`src/rtl/fifo_pkg.sv`:
```
// Shared FIFO constants and helpers.
// Mode selectors and a constant-evaluable clog2.
package fifo_pkg;

   localparam int FWFT_OFF = 0;
   localparam int FWFT_ON  = 1;

   function automatic int clog2(input int v);
      int r;
      r = 0;
      while ((1 << r) < v) r++;
      return r;
   endfunction

endpackage

```
`src/rtl/sync_fifo_adv_if.sv`:
```
// Request/status bundle between a FIFO user and sync_fifo_adv.
// The master drives requests, the slave (the FIFO) returns data and flags.
interface sync_fifo_adv_if #(
   parameter int DATA_WIDTH = 8,
   parameter int ADDR_WIDTH = 6
);

   logic                  flush;
   logic                  wq;
   logic                  rq;
   logic                  clr_err;
   logic [DATA_WIDTH-1:0] wr_data;
   logic [DATA_WIDTH-1:0] rd_data;
   logic                  rd_valid;
   logic                  full;
   logic                  empty;
   logic                  almost_full;
   logic                  almost_empty;
   logic [ADDR_WIDTH:0]   count;
   logic                  overflow;
   logic                  underflow;

   modport master (
      output flush, wq, rq, clr_err, wr_data,
      input  rd_data, rd_valid, full, empty,
      input  almost_full, almost_empty, count,
      input  overflow, underflow
   );

   modport slave (
      input  flush, wq, rq, clr_err, wr_data,
      output rd_data, rd_valid, full, empty,
      output almost_full, almost_empty, count,
      output overflow, underflow
   );

endinterface

```
`src/rtl/sync_fifo_ram.sv`:
```
// Simple dual-port storage: one write port, one read port.
// REG_READ selects a registered (block) or combinational (distributed) read.
module sync_fifo_ram import fifo_pkg::*; #(
   parameter int DATA_WIDTH = 8,
   parameter int DEPTH      = 64,
   parameter bit REG_READ   = 1'b1,
   parameter int AW         = clog2(DEPTH)
) (
   input  logic                  clk,
   input  logic                  we,
   input  logic [AW-1:0]         waddr,
   input  logic [DATA_WIDTH-1:0] wdata,
   input  logic                  re,
   input  logic [AW-1:0]         raddr,
   output logic [DATA_WIDTH-1:0] rdata
);

   if (REG_READ) begin : g_blk
      (* ram_style = "block" *)
      logic [DATA_WIDTH-1:0] mem [DEPTH];
      logic [DATA_WIDTH-1:0] rdata_q, rdata_d;

      always_comb begin
         rdata_d = rdata_q;
         if (re) rdata_d = mem[raddr];
      end

      always_ff @(posedge clk) begin
         if (we) mem[waddr] <= wdata;
         rdata_q <= rdata_d;
      end

      assign rdata = rdata_q;
   end else begin : g_dist
      (* ram_style = "distributed" *)
      logic [DATA_WIDTH-1:0] mem [DEPTH];
      logic                  unused_re;

      always_ff @(posedge clk) begin
         if (we) mem[waddr] <= wdata;
      end

      // Read is continuous here, so the enable has no role.
      assign unused_re = re;
      assign rdata     = mem[raddr];
   end

endmodule

```
`src/rtl/sync_fifo_adv.sv`:
```
// Synchronous FIFO with FWFT option, threshold flags and sticky errors.
// Validity is defined only by pointers/count; storage is never cleared.
module sync_fifo_adv import fifo_pkg::*; #(
   parameter int DATA_WIDTH = 8,
   parameter int ADDR_WIDTH = 6,
   parameter int FWFT       = FWFT_OFF,
   parameter int AFULL_TH   = (2 ** ADDR_WIDTH) - 2,
   parameter int AEMPTY_TH  = 2
) (
   input logic            clk,
   input logic            rst,
   sync_fifo_adv_if.slave bus
);

   localparam int DATA_DEPTH = 2 ** ADDR_WIDTH;
   localparam int CW         = ADDR_WIDTH + 1;

   localparam logic [CW-1:0] DEPTH_C = CW'(DATA_DEPTH);
   localparam logic [CW-1:0] AF_C    = CW'(AFULL_TH);
   localparam logic [CW-1:0] AE_C    = CW'(AEMPTY_TH);
   localparam logic [CW-1:0] CNT_ONE = CW'(1);

   localparam logic [ADDR_WIDTH-1:0] PTR_ONE = ADDR_WIDTH'(1);

   if (!(AEMPTY_TH < AFULL_TH && AFULL_TH <= DATA_DEPTH)) begin : g_bad_th
      $error("sync_fifo_adv: need AEMPTY_TH < AFULL_TH <= DATA_DEPTH");
   end

   logic [ADDR_WIDTH-1:0] wr_ptr_q, wr_ptr_d;
   logic [ADDR_WIDTH-1:0] rd_ptr_q, rd_ptr_d;
   logic [CW-1:0]         count_q, count_d;
   logic                  rd_valid_q, rd_valid_d;
   logic                  ovf_q, ovf_d;
   logic                  udf_q, udf_d;
   logic                  seen_q, seen_d;
   logic                  full, empty, wr_acc, rd_acc;
   logic [DATA_WIDTH-1:0] ram_rdata;

   assign full  = (count_q == DEPTH_C);
   assign empty = (count_q == '0);

   always_comb begin
      wr_acc     = bus.wq && !full && !bus.flush;
      rd_acc     = bus.rq && !empty && !bus.flush;
      wr_ptr_d   = wr_acc ? wr_ptr_q + PTR_ONE : wr_ptr_q;
      rd_ptr_d   = rd_acc ? rd_ptr_q + PTR_ONE : rd_ptr_q;
      rd_valid_d = rd_acc;
      seen_d     = seen_q | rd_acc;
      unique case ({wr_acc, rd_acc})
         2'b10:   count_d = count_q + CNT_ONE;
         2'b01:   count_d = count_q - CNT_ONE;
         default: count_d = count_q;
      endcase
      if (bus.flush) begin
         wr_ptr_d = '0;
         rd_ptr_d = '0;
         count_d  = '0;
      end
      // A fresh error in the same cycle beats clr_err.
      ovf_d = bus.clr_err ? 1'b0 : ovf_q;
      udf_d = bus.clr_err ? 1'b0 : udf_q;
      if (bus.wq && full && !bus.flush)  ovf_d = 1'b1;
      if (bus.rq && empty && !bus.flush) udf_d = 1'b1;
   end

   always_ff @(posedge clk or posedge rst) begin
      if (rst) begin
         wr_ptr_q   <= '0;
         rd_ptr_q   <= '0;
         count_q    <= '0;
         rd_valid_q <= 1'b0;
         ovf_q      <= 1'b0;
         udf_q      <= 1'b0;
         seen_q     <= 1'b0;
      end else begin
         wr_ptr_q   <= wr_ptr_d;
         rd_ptr_q   <= rd_ptr_d;
         count_q    <= count_d;
         rd_valid_q <= rd_valid_d;
         ovf_q      <= ovf_d;
         udf_q      <= udf_d;
         seen_q     <= seen_d;
      end
   end

   sync_fifo_ram #(
      .DATA_WIDTH (DATA_WIDTH),
      .DEPTH      (DATA_DEPTH),
      .REG_READ   (FWFT == FWFT_OFF)
   ) u_ram (
      .clk   (clk),
      .we    (wr_acc),
      .waddr (wr_ptr_q),
      .wdata (bus.wr_data),
      .re    (rd_acc),
      .raddr (rd_ptr_q),
      .rdata (ram_rdata)
   );

   // The RAM read register has no reset, so mask it until a real read.
   if (FWFT == FWFT_OFF) begin : g_std
      assign bus.rd_data  = seen_q ? ram_rdata : '0;
      assign bus.rd_valid = rd_valid_q;
   end else begin : g_fwft
      logic unused_regs;
      assign unused_regs  = rd_valid_q ^ seen_q;
      assign bus.rd_data  = empty ? '0 : ram_rdata;
      assign bus.rd_valid = !empty;
   end

   assign bus.full         = full;
   assign bus.empty        = empty;
   assign bus.almost_full  = (count_q >= AF_C);
   assign bus.almost_empty = (count_q <= AE_C);
   assign bus.count        = count_q;
   assign bus.overflow     = ovf_q;
   assign bus.underflow    = udf_q;

endmodule

```
`src/flat_wrapper.sv`:
```
// flat-port wrapper written by rule: the top's interface ports become plain ports
module sync_fifo_adv_flat import fifo_pkg::*;
#(
   parameter int DATA_WIDTH = 8,
   parameter int ADDR_WIDTH = 6,
   parameter int FWFT       = FWFT_OFF,
   parameter int AFULL_TH   = (2 ** ADDR_WIDTH) - 2,
   parameter int AEMPTY_TH  = 2
)
  (clk, rst, bus_flush, bus_wq, bus_rq, bus_clr_err, bus_wr_data, bus_rd_data, bus_rd_valid, bus_full, bus_empty, bus_almost_full, bus_almost_empty, bus_count, bus_overflow, bus_underflow);
  sync_fifo_adv_if #(.DATA_WIDTH(DATA_WIDTH), .ADDR_WIDTH(ADDR_WIDTH)) bus_i ();
  input logic clk;
  input logic rst;
  input wire logic [$bits(bus_i.flush)-1:0] bus_flush;
  input wire logic [$bits(bus_i.wq)-1:0] bus_wq;
  input wire logic [$bits(bus_i.rq)-1:0] bus_rq;
  input wire logic [$bits(bus_i.clr_err)-1:0] bus_clr_err;
  input wire logic [$bits(bus_i.wr_data)-1:0] bus_wr_data;
  output wire logic [$bits(bus_i.rd_data)-1:0] bus_rd_data;
  output wire logic [$bits(bus_i.rd_valid)-1:0] bus_rd_valid;
  output wire logic [$bits(bus_i.full)-1:0] bus_full;
  output wire logic [$bits(bus_i.empty)-1:0] bus_empty;
  output wire logic [$bits(bus_i.almost_full)-1:0] bus_almost_full;
  output wire logic [$bits(bus_i.almost_empty)-1:0] bus_almost_empty;
  output wire logic [$bits(bus_i.count)-1:0] bus_count;
  output wire logic [$bits(bus_i.overflow)-1:0] bus_overflow;
  output wire logic [$bits(bus_i.underflow)-1:0] bus_underflow;
  assign bus_i.flush = bus_flush;
  assign bus_i.wq = bus_wq;
  assign bus_i.rq = bus_rq;
  assign bus_i.clr_err = bus_clr_err;
  assign bus_i.wr_data = bus_wr_data;
  assign bus_rd_data = bus_i.rd_data;
  assign bus_rd_valid = bus_i.rd_valid;
  assign bus_full = bus_i.full;
  assign bus_empty = bus_i.empty;
  assign bus_almost_full = bus_i.almost_full;
  assign bus_almost_empty = bus_i.almost_empty;
  assign bus_count = bus_i.count;
  assign bus_overflow = bus_i.overflow;
  assign bus_underflow = bus_i.underflow;
  sync_fifo_adv #(.DATA_WIDTH(DATA_WIDTH), .ADDR_WIDTH(ADDR_WIDTH), .FWFT(FWFT), .AFULL_TH(AFULL_TH), .AEMPTY_TH(AEMPTY_TH)) u_core (.clk(clk), .rst(rst), .bus(bus_i));
endmodule
```
`config.mk`:
```
export PLATFORM = sky130hd
export DESIGN_NAME = sync_fifo_adv_flat
export DESIGN_NICKNAME = d
export VERILOG_FILES = /design/src/rtl/fifo_pkg.sv /design/src/rtl/sync_fifo_adv_if.sv /design/src/rtl/sync_fifo_ram.sv /design/src/rtl/sync_fifo_adv.sv /design/src/flat_wrapper.sv
export SDC_FILE = /design/constraint.sdc
export NUM_CORES = 1
export LEC_CHECK = 0
export ABC_CLOCK_PERIOD_IN_PS = 8050
export BUFFER_PORTS_ARGS = -buffer_cell sky130_fd_sc_hd__clkbuf_2
export CAP_MARGIN = 30
export CORE_AREA = 3 3 241 172
export DETAILED_ROUTE_END_ITERATION = 12
export DIE_AREA = 0 0 244 175
export PLACE_DENSITY = 0.71
export SETUP_SLACK_MARGIN = 0.05
export SYNTH_ARGS = -nofsm -noshare
export SYNTH_HDL_FRONTEND = slang
export SYNTH_SLANG_ARGS = --single-unit
export TNS_END_PERCENT = 1
```
`constraint.sdc`:
```
create_clock -name clk -period 8.05 [get_ports clk]
set_input_delay 0.805 -clock clk [delete_from_list [all_inputs] [get_ports clk]]
set_output_delay 0.805 -clock clk [all_outputs]
set_load 0.01 [all_outputs]
```
# --- Word level (Yosys, flattened, before mapping) ---
# Memories as Yosys holds them, arrays and structs flattened. A register that Yosys moved wholly into a read port is not among the register bits.
# Cells that the tools add are included.
# W data, S select, Z words.
op_classes:
  add_sub_neg: 4
  n_lt_le_gt_ge: 2
  n_eq_ne: 3
  n_mux: 12
  bitwise_logic: 1
  reduce_logical: 17
op_table:
  columns: ["operator", "count"]
  rows:
  - ["$mux W6", 4]
  - ["$pmux W7 S2", 1]
  - ["$add A6 B1 Y6 const B", 2]
  - ["$logic_and A1 B1 Y1", 8]
  - ["$mux W8", 1]
  - ["$reduce_bool A2 Y1", 4]
  - ["$add A7 B1 Y7 const B", 1]
  - ["$eq A7 B7 Y1 const B", 1]
  - ["$ge A7 B6 Y1 const B", 1]
  - ["$le A7 B2 Y1 const B", 1]
  - ["$logic_not A7 Y1", 1]
  - ["$mux W7", 1]
  - ["$sub A7 B1 Y7 const B", 1]
  - ["$mux W1", 5]
  - ["$logic_not A1 Y1", 3]
  - ["$reduce_bool A3 Y1", 1]
  - ["$eq A2 B1 Y1 const B", 1]
  - ["$eq A2 B2 Y1 const B", 1]
  - ["$or A1 B1 Y1", 1]
word_totals:
  ff_bits: 23
  ram_bits: 512
  output_inout_bits: 22
  wordCells: 47
  memories: 1
memory_table:
  columns: ["name", "words", "word_bits", "read_ports", "rd_clocked_by_memory_dff", "write_ports", "line", "rtl"]
  rows:
  - ["u_core.u_ram.g_blk.mem", 64, 8, 1, 1, 1, "sync_fifo_ram.sv:20", "logic [DATA_WIDTH-1:0] mem [DEPTH];"]

# --- Logic depth before layout (Yosys ltp) ---
# Gate-level depths: netlist of the first run.
depth:
  depth_word: 7
  depth_mapped: 11
  mapped_depth_nobuf: 10

# --- Hierarchy ---
# A second synthesis of the first run with hierarchy kept.
unflattened:
  hier_cells: 1088
  area_unflattened_um2: 21668.3
by_module_without_submodules:
  columns: ["mod", "instances", "cells_per_inst", "area_each_um2"]
  rows:
  - ["sync_fifo_ram", 1, 940, 20246.9]
  - ["sync_fifo_adv", 1, 148, 1421.4]

# --- Least setup slack after synthesis of the first run ---
# Ideal clock, no wire load.
synth_timing:
  path_kind: "input port to flip-flop"
  startpoint: "input bus_rq"
  endpoint: "register u_core.count_q[6] (netlist: u_core.bus.count[6])"
  setup_time_ps: 128
  arrival_ps: 3120
  slack_ps: 4803
  path_stages: 11
  cell_sequence: "buf_2 nand2b_1 a21o_2 nor2_1 xor2_1 ha_1 or3_1 o31a_1 or4_1 a21oi_2 mux2_1"
synth_via:
  elab_chain_len: 5
  elab_cells_between_ends: 7
synth_lines:
  columns: ["item", "line", "rtl"]
  rows:
  - ["start: declaration", "flat_wrapper.sv:16", "input wire logic [$bits(bus_i.rq)-1:0] bus_rq;"]
  - ["$logic_and A1 B1 Y1 * (2 in series)", "sync_fifo_adv.sv:44", "rd_acc = bus.rq && !empty && !bus.flush;"]
  - ["$eq A2 B1 Y1 / $eq A2 B2 Y1 (equally long branches)", "sync_fifo_adv.sv:49", "unique case ({wr_acc, rd_acc})"]
  - ["$pmux W7 S2", "sync_fifo_adv.sv:49", null]
  - ["$mux W7", "sync_fifo_adv.sv:54", "if (bus.flush) begin"]
  - ["end signal: assignment", "sync_fifo_adv.sv:78", "count_q <= count_d;"]
  - ["end: declaration", "sync_fifo_adv.sv:31", "logic [CW-1:0] count_q, count_d;"]
# Every way passes the cells marked *; elsewhere a longest branch is shown, timed or not.
# A chain may end at the register's enable or synchronous reset.

==> out/qor.txt, run 1 <==
==========================================================================================
Routing layer with the top usage in global route ............................         met1
Filler cell count in the final layout .......................................         2818
Clock edge transition at the registers on the reported setup and hold paths .      0.07 ns
Max-Cap Viols ...............................................................            0
Vias in the first global route ..............................................        10685
Die X-Extent ................................................................       244 µm
Number of buffers added to fix hold violations after cts ....................            0
Minimum clock period ........................................................      3.80 ns
GR Layer Usage met2 .........................................................        31.0%
Worst slew margin relative to its limit .....................................        31.9%
Seq. cell area ..............................................................    16200 µm²
Switching share of power ....................................................        24.9%
Number of vias per cell after detailed routing ..............................         6.31
Average cell area after synthesis ...........................................     19.6 µm²
Clock sink count ............................................................          543
Portion of the post-synthesis area used by sequential elements ..............        74.1%
Max Slew Vio Count ..........................................................            0
DRT antenna net count .......................................................            0
Area of the die .............................................................    42700 µm²
Leakage power total .........................................................      7.49 nW
Placeable core region .......................................................    39400 µm²
Root Buffer ................................................................. sky130_fd_sc_hd__clkbuf_16
Count of flip-flops with a built-in enable after synthesis ..................          520
Final Hold Vio Count ........................................................            0
First-pass GRT wire length ..................................................      71.3 mm
Crit share post-route .......................................................        47.3%
Number of search-and-repair iterations in the first detailed-routing pass ...            5
Internal ....................................................................      4.94 mW
Yosys warning count .........................................................            0
Result of the run ...........................................................    completed
CP max FO ...................................................................           55
Total via count after detailed routing ......................................        10909
Top area cells in the synthesized netlist ................................... sky130_fd_sc_hd__edfxtp_1 (71%), sky130_fd_sc_hd__mux4_2 (11%), sky130_fd_sc_hd__dfrtp_1 (2.6%), sky130_fd_sc_hd__nor2_1 (1.5%), sky130_fd_sc_hd__mux2i_1 (1.2%)
Tightest Hold Check Type ....................................................  in -> async
Post-route DRC violation count ..............................................            0
Power spent charging and discharging nets ...................................      1.63 mW
DR WL/cell ..................................................................      27.5 µm
FMAX ........................................................................      263 MHz
Crit path from .............................................................. u_core.rd_ptr_q[0]
Synthesis-to-layout area growth .............................................        9.92%
Clock buffer depth ..........................................................            3
Number of flip-flops and latches in the synthesized netlist .................          543
Power density over the cells ................................................   274 nW/µm²
Overall routing resource usage ..............................................        22.9%
Critical Setup Path Class ...................................................   reg -> reg
Placed wire-length estimate after detailed placement ........................      29.5 mm
Unrepaired setup endpoints after global routing .............................           no
Met1 track demand over resource .............................................        36.9%
Least-Margin Pin Slew .......................................................      1.02 ns
Number of DRC markers after the initial detailed-route iteration ............         1383
Initial Util ................................................................        55.5%
TritonCTS buffer count ......................................................           48
Worst Skew ..................................................................    0.0176 ns
Startpoint type of the worst setup path .....................................         flop
H-Tree Depth ................................................................            2
Post-CTS resize count .......................................................            0
Final Setup Violations ......................................................            0
Portion of total power attributed to the clock network ......................        34.8%
CTS tree ....................................................................         done
Yosys cell types ............................................................           65
Critical Path AT ............................................................      4.11 ns
Part of the total power dissipated in combinational logic ...................        15.7%
Termination of the worst setup path ......................................... u_core.u_ram.rdata[6]
Combined area of the multi-input logic cells ................................     5170 µm²
Met3 usage in global routing ................................................        6.17%
Skew-Pair Late Insertion Delay ..............................................      0.57 ns
Input/output buffers ........................................................           35
R2r endpoint ................................................................ u_core.u_ram.rdata[6]
Data required time of the worst path ........................................      8.35 ns
Logic depth of the worst register-to-register path ..........................            6
Wire length reported by the detailed router .................................      47.6 mm
Die outline height ..........................................................       175 µm
Io pins .....................................................................           36
Fraction of final layout cells sized beyond drive strength 1 ................        23.0%
Reg-to-reg critical path startpoint ......................................... u_core.rd_ptr_q[0]
Top flip-flop cell by instance count after synthesis ........................ sky130_fd_sc_hd__edfxtp_1
Reg power frac ..............................................................        49.5%
Maximum vdd ir drop .........................................................     0.222 mV
Placer congestion estimate ..................................................        0.891
Number of rows created at floorplan .........................................           61
Share of flip-flops with an asynchronous set or reset .......................        4.24%
Leftover overflow at the end of global routing ..............................            0
Antenna violations before repair ............................................            1
Syn nets ....................................................................         1135
Final Net Count .............................................................         1174
Post-synth design cell area .................................................    21900 µm²
Number of instances in the synthesized netlist ..............................         1117
Type of element capturing the critical path .................................         flop
Total setup buffers inserted after CTS ......................................            0
Top-area cell type share of the netlist area ................................        71.4%
Total power of the final layout .............................................      6.58 mW
Yosys top cell by area ...................................................... sky130_fd_sc_hd__edfxtp_1
Pin count of the biggest net entering global routing ........................           65
Aggregate negative setup slack ..............................................         0 ns
Worst setup slack for register-to-register paths ............................      4.25 ns
==========================================================================================
==> power groups by stage <==
stage	clock (mW)	combinational (mW)	sequential, mW
final	2.29	1.03	3.25
after global routing	2.44	1.11	3.27
after CTS	2.32	0.994	3.29
after detailed placement	0	0.989	3.35
after global placement	0	0.975	3.34
after floorplan	0	0.847	3.23
==> cells in the mapped netlist, drive strengths merged, types with 11 or more instances <==
cell type,n
buf,49
clkbuf,18
nand2,43
o21ai,16
a21oi,21
mux2i,27
o22ai,12
mux2,20
edfxtp,520
mux4,120
dfrtp,23
inv,11
nor2,90
nand3,11
==> flip-flops by register name (all words and copies together), names as in the netlist <==
| register | count |
|---|---|
| u_core.bus.count | 7 |
| u_core.bus.overflow | 1 |
| u_core.bus.rd_valid | 1 |
| u_core.bus.underflow | 1 |
| u_core.rd_ptr_q | 6 |
| u_core.seen_q | 1 |
| u_core.u_ram.g_blk.mem | 512 |
| u_core.u_ram.rdata | 8 |
| u_core.wr_ptr_q | 6 |
==> cells by family after synthesis <==
logic type	count (synthesis)	synth area share, %
flip-flops	543	74.1
XOR/XNOR	12	0.481
AND/OR/NAND/NOR	211	4.66
adder cells (fa/ha/maj)	4	0.229
buffers and inverters	78	2.34
multiplexers	167	14.8
AO/OA/AOI/OAI	102	3.44
==> critical path, stage by stage (launching register included) <==
cell and delay, ns:
sky130_fd_sc_hd__dfrtp_4 1.06, sky130_fd_sc_hd__buf_4 0.83, sky130_fd_sc_hd__mux4_1 0.64, sky130_fd_sc_hd__a221o_1 0.35, sky130_fd_sc_hd__a21oi_1 0.32, sky130_fd_sc_hd__a311o_1 0.20
sky130_fd_sc_hd__o21ai_0 0.09
==> worst min path at each step <==
stage,end,slack (ns),cells past startpoint
floorplan,u_core.seen_q,0.52,1
global placement,u_core.bus.overflow,0.52,2
detailed placement,u_core.bus.overflow,0.53,2
CTS,u_core.bus.count[4],0.44,2
global route,u_core.bus.count[4],0.29,3
finish,u_core.bus.count[6],0.28,3
==> stage by stage <==
stage	setup slack [ns]	util (%)	hold WS, ns	cells	cell area (µm²)
after CTS	4.19	60.8	0.437	1722	23900
final	4.25	61.0	0.276	1729	24000
after detailed placement	4.19	56.8	0.529	1635	22400
after global placement	4.24	56.8	0.519	1634	22400
after global routing	3.99	61.0	0.295	1728	24000
after floorplan	4.80	-	0.520	1117	21900
==> cells in the final DEF, fill, tap and decap left out, drive strengths merged, types with 4 or more instances in the layout <==
cell | synthesis | layout
a21oi | 21 | 21
a221o | 5 | 5
a221oi | 10 | 10
a22oi | 9 | 9
a41o | 4 | 4
and2 | 9 | 9
and3 | 4 | 4
buf | 49 | 19
bufinv | 0 | 5
clkbuf | 18 | 99
clkinv | 0 | 18
dfrtp | 23 | 23
edfxtp | 520 | 520
ha | 4 | 4
inv | 11 | 11
mux2 | 20 | 20
mux2i | 27 | 27
mux4 | 120 | 120
nand2 | 43 | 43
nand2b | 4 | 4
nand3 | 11 | 11
nand3b | 7 | 7
nand4 | 4 | 4
nor2 | 90 | 90
nor2b | 10 | 10
nor3 | 4 | 4
o21ai | 16 | 16
o221ai | 5 | 5
o22ai | 12 | 12
or3 | 9 | 9
or3b | 5 | 5
xor2 | 9 | 9
==> cell type report <==
| cell class | count | area share [%] |
|---|---|---|
| repair buffers | 56 | 1.63 |
| flip-flops and latches | 543 | 67.4 |
| well taps | 535 | 2.79 |
| clock buffers | 62 | 5.47 |
| inverters | 11 | 0.172 |
| diodes | 1 | 0.0104 |
| clock inverters | 25 | 1.02 |
| multi-input cells | 496 | 21.5 |
==> layer usage <==
layer / vias up / share of wire, %
li1: 4634 / -
met1: 5623 / 45
met2: 574 / 42
met3: 78 / 11
met4: 0 / 2.5
met5: - / 0
No activity file was read; power rests on OpenSTA's default activity.
==> run 2: changes to the inputs <==
--- a/config.mk
+++ b/config.mk
@@ -5,7 +5,7 @@
 export SDC_FILE = /design/constraint.sdc
 export NUM_CORES = 1
 export LEC_CHECK = 0
-export ABC_CLOCK_PERIOD_IN_PS = 8050
+export ABC_CLOCK_PERIOD_IN_PS = 3500
 export BUFFER_PORTS_ARGS = -buffer_cell sky130_fd_sc_hd__clkbuf_2
 export CAP_MARGIN = 30
 export CORE_AREA = 3 3 241 172
==> constraint.sdc (replaced) <==
create_clock -name clk -period 3.5 [get_ports clk]
set_input_delay 0.35 -clock clk [delete_from_list [all_inputs] [get_ports clk]]
set_output_delay 0.35 -clock clk [all_outputs]
set_load 0.01 [all_outputs]
==> run 2 against run 1 <==
Compared with the run above: worst hold slack got worse by 0.22 ns; sequential power increased by 130%; clock skew increased by 0.0045 ns; sequential share of layout area decreased by 1.6 points; via count increased by 2.7%; die area unchanged; clock power increased by 130%; worst setup slack got worse by 4.0 ns; critical path depth increased by 4; largest power group unchanged; register-to-register slack got worse by 4.0 ns; wire length increased by 3.5%.
==> out/qor.txt, run 2 (synthesis gave the netlist of run 1 again) <==
==========================================================================================
DRT antenna net count .......................................................            0   unchanged
Largest register FFs ........................................................          512   unchanged
Maximum single-stage delay on the critical path .............................      0.52 ns   was 1.06 ns
Die X-Extent ................................................................       244 µm   unchanged
Most frequent standard cell in the layout excluding fill and tap cells ...... sky130_fd_sc_hd__edfxtp_1   unchanged
Clock buffer depth ..........................................................            3   unchanged
Unrepaired setup endpoints after global routing .............................           no   unchanged
Die outline height ..........................................................       175 µm   unchanged
Max-Cap Viols ...............................................................            0   unchanged
Final Hold Vio Count ........................................................            0   unchanged
Fraction of final layout cells sized beyond drive strength 1 ................        26.8%   was 23.0%
Worst slew margin relative to its limit .....................................        34.3%   was 31.9%
Critical Setup Path Class ...................................................   reg -> reg   unchanged
Power density over the cells ................................................   623 nW/µm²   was 274 nW/µm²
Maximum vdd ir drop .........................................................     0.403 mV   was 0.222 mV
Cell area reported after detailed placement .................................    23000 µm²   was 22400 µm²
Least-Margin Pin Slew .......................................................     0.986 ns   was 1.02 ns
Crit path from .............................................................. u_core.bus.count[2]   was u_core.rd_ptr_q[0]
Routed length on met2 .......................................................      21.5 mm   was 20.1 mm
Type of element capturing the critical path .................................         flop   unchanged
Wire length reported by the detailed router .................................      49.3 mm   was 47.6 mm
TritonCTS buffer count ......................................................           50   was 48
Aggregate negative setup slack ..............................................         0 ns   unchanged
CP max FO ...................................................................           11   was 55
Vias in the first global route ..............................................        11296   was 10685
Critical Path AT ............................................................      3.66 ns   was 4.11 ns
Pin count of the biggest net entering global routing ........................           51   was 65
Reg-to-reg critical path startpoint ......................................... u_core.bus.count[2]   was u_core.rd_ptr_q[0]
Register ranked first by flip-flop count .................................... u_core.u_ram.g_blk.mem   unchanged
Data required time of the worst path ........................................      3.95 ns   was 8.35 ns
Overall routing resource usage ..............................................        23.4%   was 22.9%
Number of DRC markers after the initial detailed-route iteration ............         1469   was 1383
Area of the die .............................................................    42700 µm²   unchanged
Post-route DRC violation count ..............................................            0   unchanged
Number of rows created at floorplan .........................................           61   unchanged
Leftover overflow at the end of global routing ..............................            0   unchanged
Placeable core region .......................................................    39400 µm²   unchanged
Initial Util ................................................................        55.5%   unchanged
Final Setup Violations ......................................................            0   unchanged
Clock edge transition at the registers on the reported setup and hold paths .      0.06 ns   was 0.07 ns
Total setup buffers inserted after CTS ......................................            0   unchanged
Total via count after detailed routing ......................................        11203   was 10909
DR WL/cell ..................................................................      27.4 µm   was 27.5 µm
Area of all placed cells without fillers ....................................    24600 µm²   was 24000 µm²
Tightest Hold Check Type ....................................................    in -> reg   was in -> async
Skew-Pair Late Insertion Delay ..............................................      0.57 ns   about the same
CTS tree ....................................................................         done   unchanged
Crit share post-route .......................................................        91.9%   was 47.3%
First-pass GRT wire length ..................................................      73.3 mm   was 71.3 mm
Placed wire-length estimate after detailed placement ........................      31.2 mm   was 29.5 mm
Input/output buffers ........................................................           35   unchanged
H-Tree Depth ................................................................            2   unchanged
Number of diodes added for antenna fixing ...................................            0   was 1
Minimum clock period ........................................................      3.22 ns   was 3.80 ns
Commonest cells after routing, fill and taps aside .......................... sky130_fd_sc_hd__edfxtp_1 (520), sky130_fd_sc_hd__mux4_2 (110), sky130_fd_sc_hd__nor2_1 (90), sky130_fd_sc_hd__buf_4 (82), sky130_fd_sc_hd__clkbuf_16 (53)   was sky130_fd_sc_hd__edfxtp_1 (520), sky130_fd_sc_hd__mux4_2 (110), sky130_fd_sc_hd__nor2_1 (90), sky130_fd_sc_hd__clkbuf_16 (49), sky130_fd_sc_hd__nand2_1 (42)
Startpoint of the worst hold path ........................................... bus_wr_data[4]
Startpoint type of the worst setup path .....................................         flop   unchanged
Worst Skew ..................................................................    0.0221 ns   was 0.0176 ns
Number of vias per cell after detailed routing ..............................         6.22   was 6.31
FMAX ........................................................................      311 MHz   was 263 MHz
Detailed-routing wirelength on met1 .........................................      21.9 mm   was 21.3 mm
Max Slew Vio Count ..........................................................            0   unchanged
Synthesis-to-layout area growth .............................................        12.6%   was 9.92%
Root Buffer ................................................................. sky130_fd_sc_hd__clkbuf_16   unchanged
Result of the run ...........................................................    completed   unchanged
Antenna violations before repair ............................................            0   was 1
Clock sink count ............................................................          543   unchanged
Io pins .....................................................................           36   unchanged
Filler cell count in the final layout .......................................         2781   was 2818
Leakage power total .........................................................      7.88 nW   was 7.49 nW
Cells traversed along the worst timing path ................................. nor3_4 -> a21o_2 -> nor2_1 -> xor2_1 -> ha_1 -> or3_1 -> o31a_1 -> or4_1 -> a21oi_2 -> mux2_1   was buf_4 -> mux4_1 -> a221o_1 -> a21oi_1 -> a311o_1 -> o21ai_0
Final Net Count .............................................................         1245   was 1174
Number of search-and-repair iterations in the first detailed-routing pass ...            5   unchanged
Placer congestion estimate ..................................................        0.880   was 0.891
Highest metal layer used by the detailed router .............................         met4   unchanged
Max stage delay cell, worst path ............................................ sky130_fd_sc_hd__dfrtp_1   was sky130_fd_sc_hd__dfrtp_4
Sum of met3 wire segment lengths after detailed routing .....................      4.67 mm   was 5.05 mm
==========================================================================================
[run 2: changes by cell type in the layout (fill, tap and decap cells not counted), sizes merged]
| cell | previous run | this run |
|---|---|---|
| clkinv | 18 | 24 |
| clkinvlp | 2 | 1 |
| clkbuf | 99 | 98 |
| bufinv | 5 | 4 |
| diode | 1 | 0 |
| dlygate4sd3 | 0 | 2 |
| buf | 19 | 88 |
[run 2: layout make-up]
cell class	instances	area, µm²	share of cell area [%]
flip-flops and latches	543	16200	65.8
multi-input cells	496	5180	21.0
clock buffers	63	1360	5.54
repair buffers	125	938	3.81
well taps	535	669	2.72
clock inverters	29	228	0.925
inverters	11	41.3	0.168
[run 2: worst paths after layout]
check,endpoint,slack (ns),cells past startpoint
worst max-delay path,u_core.bus.count[6],0.28,10
min in group asynchronous,u_core.bus.rd_valid,0.52,3
worst max register to register,u_core.bus.count[6],0.28,10
max in group asynchronous,u_core.rd_ptr_q[0],2.30,3
worst min register to register,u_core.bus.underflow,0.54,2
worst min-delay path,u_core.u_ram.g_blk.mem[34][4],0.05,1
[run 2: worst max-delay path, delay by kind of cell, from the launching register on]
kind,cells,cell delay [ns]
muxes,1,0.33
xor gates and xnor gates,1,0.16
AOI/OAI and AO/OA,3,0.66
adders and majority gates,1,0.24
DFF,1,0.52
and+or+nand+nor,4,1.18
[run 2: through the flow]
stage	hold WS, ns	instances	power, mW	setup slack, ns	utilization (%)
detailed placement	0.535	1706	10.1	0.217	58.3
finish	0.0510	1802	15.3	0.282	62.5
CTS	0.147	1800	15.4	0.210	62.4
global placement	0.520	1705	10.1	0.323	58.2
global route	0.0254	1802	15.9	0.120	62.5
floorplan	0.352	1117	9.37	0.358	-
[run 2: report_power, final]
part	switching (mW)	internal, mW
Sequential	0.236	7.22
Combinational	1.34	1.21
Clock	2.28	3.04
[run 2: routing by layer]
layer	track usage [%]	vias to the layer above
li1	-	4777
met1	36.8	5799
met2	33.3	545
met3	5.32	82
met4	6.48	0
met5	0	-
[run 2: what timing repair did]
action	CTS	global route
hold endpoints to repair	25	0
hold buffers	2	0
gates resized for setup	0	2
setup endpoints to repair	0	1
==> run 3: changes to the inputs <==
--- a/config.mk
+++ b/config.mk
@@ -8,10 +8,10 @@
 export ABC_CLOCK_PERIOD_IN_PS = 3500
 export BUFFER_PORTS_ARGS = -buffer_cell sky130_fd_sc_hd__clkbuf_2
 export CAP_MARGIN = 30
-export CORE_AREA = 3 3 241 172
+export CORE_AREA = 3 3 268 191
 export DETAILED_ROUTE_END_ITERATION = 12
-export DIE_AREA = 0 0 244 175
-export PLACE_DENSITY = 0.71
+export DIE_AREA = 0 0 271 194
+export PLACE_DENSITY = 0.67
 export SETUP_SLACK_MARGIN = 0.05
 export SYNTH_ARGS = -nofsm -noshare
 export SYNTH_HDL_FRONTEND = slang
==> run 3 against run 2 <==
Compared with the run above: worst setup slack better by 0.015 ns; clock skew is 0.0028 ns higher; first-iteration DRC count rose by 10%; combinational power rose by 7%; global-route usage fell by 4.2 points; clock-buffer cell count down 3; wire length grew 2.3%; total power grew 0.85%; flip-flop and latch count stayed put; cell count rose by 7.2%.
==> out/qor.txt, run 3 (synthesis gave the netlist of run 1 again) <==
==========================================================================================
CP max FO ...................................................................           11   unchanged
Vias in the first global route ..............................................        11013   was 11296
Number of rows created at floorplan .........................................           68   was 61
Initial Util ................................................................        44.7%   was 55.5%
Most frequent standard cell in the layout excluding fill and tap cells ...... sky130_fd_sc_hd__edfxtp_1   unchanged
Worst Skew ..................................................................    0.0249 ns   was 0.0221 ns
Maximum single-stage delay on the critical path .............................      0.52 ns   about the same
Max stage delay cell, worst path ............................................ sky130_fd_sc_hd__dfrtp_1   unchanged
Post-route DRC violation count ..............................................            0   unchanged
Area of the die .............................................................    52600 µm²   was 42700 µm²
Final core utilization ......................................................        50.7%   was 62.5%
Commonest cells after routing, fill and taps aside .......................... sky130_fd_sc_hd__edfxtp_1 (520), sky130_fd_sc_hd__mux4_2 (110), sky130_fd_sc_hd__nor2_1 (90), sky130_fd_sc_hd__buf_4 (85), sky130_fd_sc_hd__clkbuf_16 (51)   was sky130_fd_sc_hd__edfxtp_1 (520), sky130_fd_sc_hd__mux4_2 (110), sky130_fd_sc_hd__nor2_1 (90), sky130_fd_sc_hd__buf_4 (82), sky130_fd_sc_hd__clkbuf_16 (53)
Final Hold Vio Count ........................................................            0   unchanged
Logic depth of the worst register-to-register path ..........................           10   unchanged
Number of vias per cell after detailed routing ..............................         5.82   was 6.22
Leakage power total .........................................................      7.91 nW   was 7.88 nW
Final Setup Violations ......................................................            0   unchanged
Number of diodes added for antenna fixing ...................................            0   unchanged
Leftover overflow at the end of global routing ..............................            0   unchanged
Antenna violations before repair ............................................            0   unchanged
Placer congestion estimate ..................................................        0.860   was 0.880
Cell depth of the worst min-delay path ......................................            3   was 1
Max Slew Vio Count ..........................................................            0   unchanged
Clock edge transition at the registers on the reported setup and hold paths .      0.07 ns   was 0.06 ns
Root Buffer ................................................................. sky130_fd_sc_hd__clkbuf_16   unchanged
Tightest Hold Check Type ....................................................    in -> reg   unchanged
Critical Path AT ............................................................      3.64 ns   was 3.66 ns
Cells traversed along the worst timing path ................................. nor3_4 -> a21o_2 -> nor2_1 -> xor2_1 -> ha_1 -> or3_1 -> o31a_1 -> or4_1 -> a21oi_2 -> mux2_1   unchanged
Critical Setup Path Class ...................................................   reg -> reg   unchanged
Io pins .....................................................................           36   unchanged
CTS tree ....................................................................         done   unchanged
Clock buffer depth ..........................................................            3   unchanged
Total setup buffers inserted after CTS ......................................            0   unchanged
Input/output buffers ........................................................           35   unchanged
Unrepaired setup endpoints after global routing .............................           no   unchanged
Die outline height ..........................................................       194 µm   was 175 µm
Clock sink count ............................................................          543   unchanged
Result of the run ...........................................................    completed   unchanged
DR WL/cell ..................................................................      26.1 µm   was 27.4 µm
Synthesis-to-layout area growth .............................................        13.5%   was 12.6%
Total power of the final layout .............................................      15.5 mW   was 15.3 mW
Largest register FFs ........................................................          512   unchanged
Maximum vdd ir drop .........................................................     0.467 mV   was 0.403 mV
H-Tree Depth ................................................................            2   unchanged
Type of element capturing the critical path .................................         flop   unchanged
Final Net Count .............................................................         1248   was 1245
TritonCTS buffer count ......................................................           49   was 50
Overall routing resource usage ..............................................        19.2%   was 23.4%
Number of search-and-repair iterations in the first detailed-routing pass ...            5   unchanged
Placed wire-length estimate after detailed placement ........................      32.2 mm   was 31.2 mm
Placeable core region .......................................................    48900 µm²   was 39400 µm²
Pin count of the biggest net entering global routing ........................           51   unchanged
Number of DRC markers after the initial detailed-route iteration ............         1620   was 1469
Aggregate negative setup slack ..............................................         0 ns   unchanged
DRT antenna net count .......................................................            0   unchanged
Power density over the cells ................................................   623 nW/µm²   about the same
Skew-Pair Late Insertion Delay ..............................................      0.58 ns   was 0.57 ns
Startpoint type of the worst setup path .....................................         flop   unchanged
Die X-Extent ................................................................       271 µm   was 244 µm
Crit share post-route .......................................................        91.5%   was 91.9%
Wire length reported by the detailed router .................................      50.4 mm   was 49.3 mm
Max-Cap Viols ...............................................................            0   unchanged
Register ranked first by flip-flop count .................................... u_core.u_ram.g_blk.mem   unchanged
Minimum clock period ........................................................      3.20 ns   was 3.22 ns
Least-Margin Pin Slew .......................................................     0.995 ns   was 0.986 ns
Filler cell count in the final layout .......................................         3955   was 2781
Fraction of final layout cells sized beyond drive strength 1 ................        27.7%   was 26.8%
Total via count after detailed routing ......................................        11246   was 11203
First-pass GRT wire length ..................................................      74.3 mm   was 73.3 mm
FMAX ........................................................................      312 MHz   was 311 MHz
Data required time of the worst path ........................................      3.94 ns   was 3.95 ns
Worst slew margin relative to its limit .....................................        33.6%   was 34.3%
==========================================================================================
[run 3: cell count changes in the layout (fill, tap and decap cells not counted), moves of 2 or more]
cell	change
sky130_fd_sc_hd__inv_4	+4
sky130_fd_sc_hd__clkbuf_1	-4
sky130_fd_sc_hd__clkbuf_16	-2
sky130_fd_sc_hd__buf_4	+3
sky130_fd_sc_hd__buf_12	+2
sky130_fd_sc_hd__clkinvlp_4	+2
sky130_fd_sc_hd__clkinv_1	-9
sky130_fd_sc_hd__clkbuf_8	+3
[run 3: metal layers]
metal / wire (µm) / GRT usage, %
met1: 23000 / 30.8
met2: 21700 / 26.8
met3: 4930 / 4.87
met4: 760 / 3.37
met5: 0 / 0
[run 3: through the flow]
step	hold slack [ns]	worst slack, ns	cell area, µm²	instances
CTS	0.123	0.250	24800	1930
global placement	0.516	0.348	23200	1840
global route	0.154	0.0974	24800	1931
detailed placement	0.531	0.261	23200	1841
finish	0.145	0.297	24800	1931
floorplan	0.352	0.358	21900	1117
[run 3: worst paths after layout]
check / startpoint / slack (ns) / end
max: u_core.bus.count[2] / 0.30 / u_core.bus.count[6]
min: bus_flush / 0.14 / u_core.bus.underflow
max reg2reg: u_core.bus.count[2] / 0.30 / u_core.bus.count[6]
min reg2reg: u_core.bus.underflow / 0.54 / u_core.bus.underflow
max in group asynchronous: rst / 2.33 / u_core.rd_ptr_q[2]
min in group asynchronous: rst / 0.51 / u_core.wr_ptr_q[1]
[run 3: layout make-up]
cell class	instances	area (µm²)	share of cell area, %
flip-flops and latches	543	16200	65.3
clock buffers	60	1340	5.40
well taps	665	832	3.35
clock inverters	27	254	1.02
inverters	11	41.3	0.166
repair buffers	129	973	3.92
multi-input cells	496	5170	20.8
[run 3: power breakdown]
part	total, mW	internal (mW)	switching [mW]
registers	7.38	7.23	0.154
clock network	5.36	3.02	2.34
logic	2.72	1.27	1.45
total	15.5	11.5	3.94
[run 3: critical path, delay by kind of cell (launching register included)]
family | cells | cell delay (ns)
compound gates | 3 | 0.67
xor+xnor | 1 | 0.15
fa+ha+maj | 1 | 0.23
flops | 1 | 0.52
mux | 1 | 0.34
simple gates | 4 | 1.18
[run 3: repair_timing]
item	in CTS	in global routing
resized for setup	0	1
hold endpoints to repair	25	0
setup endpoints to repair	0	1
hold buffers	2	0
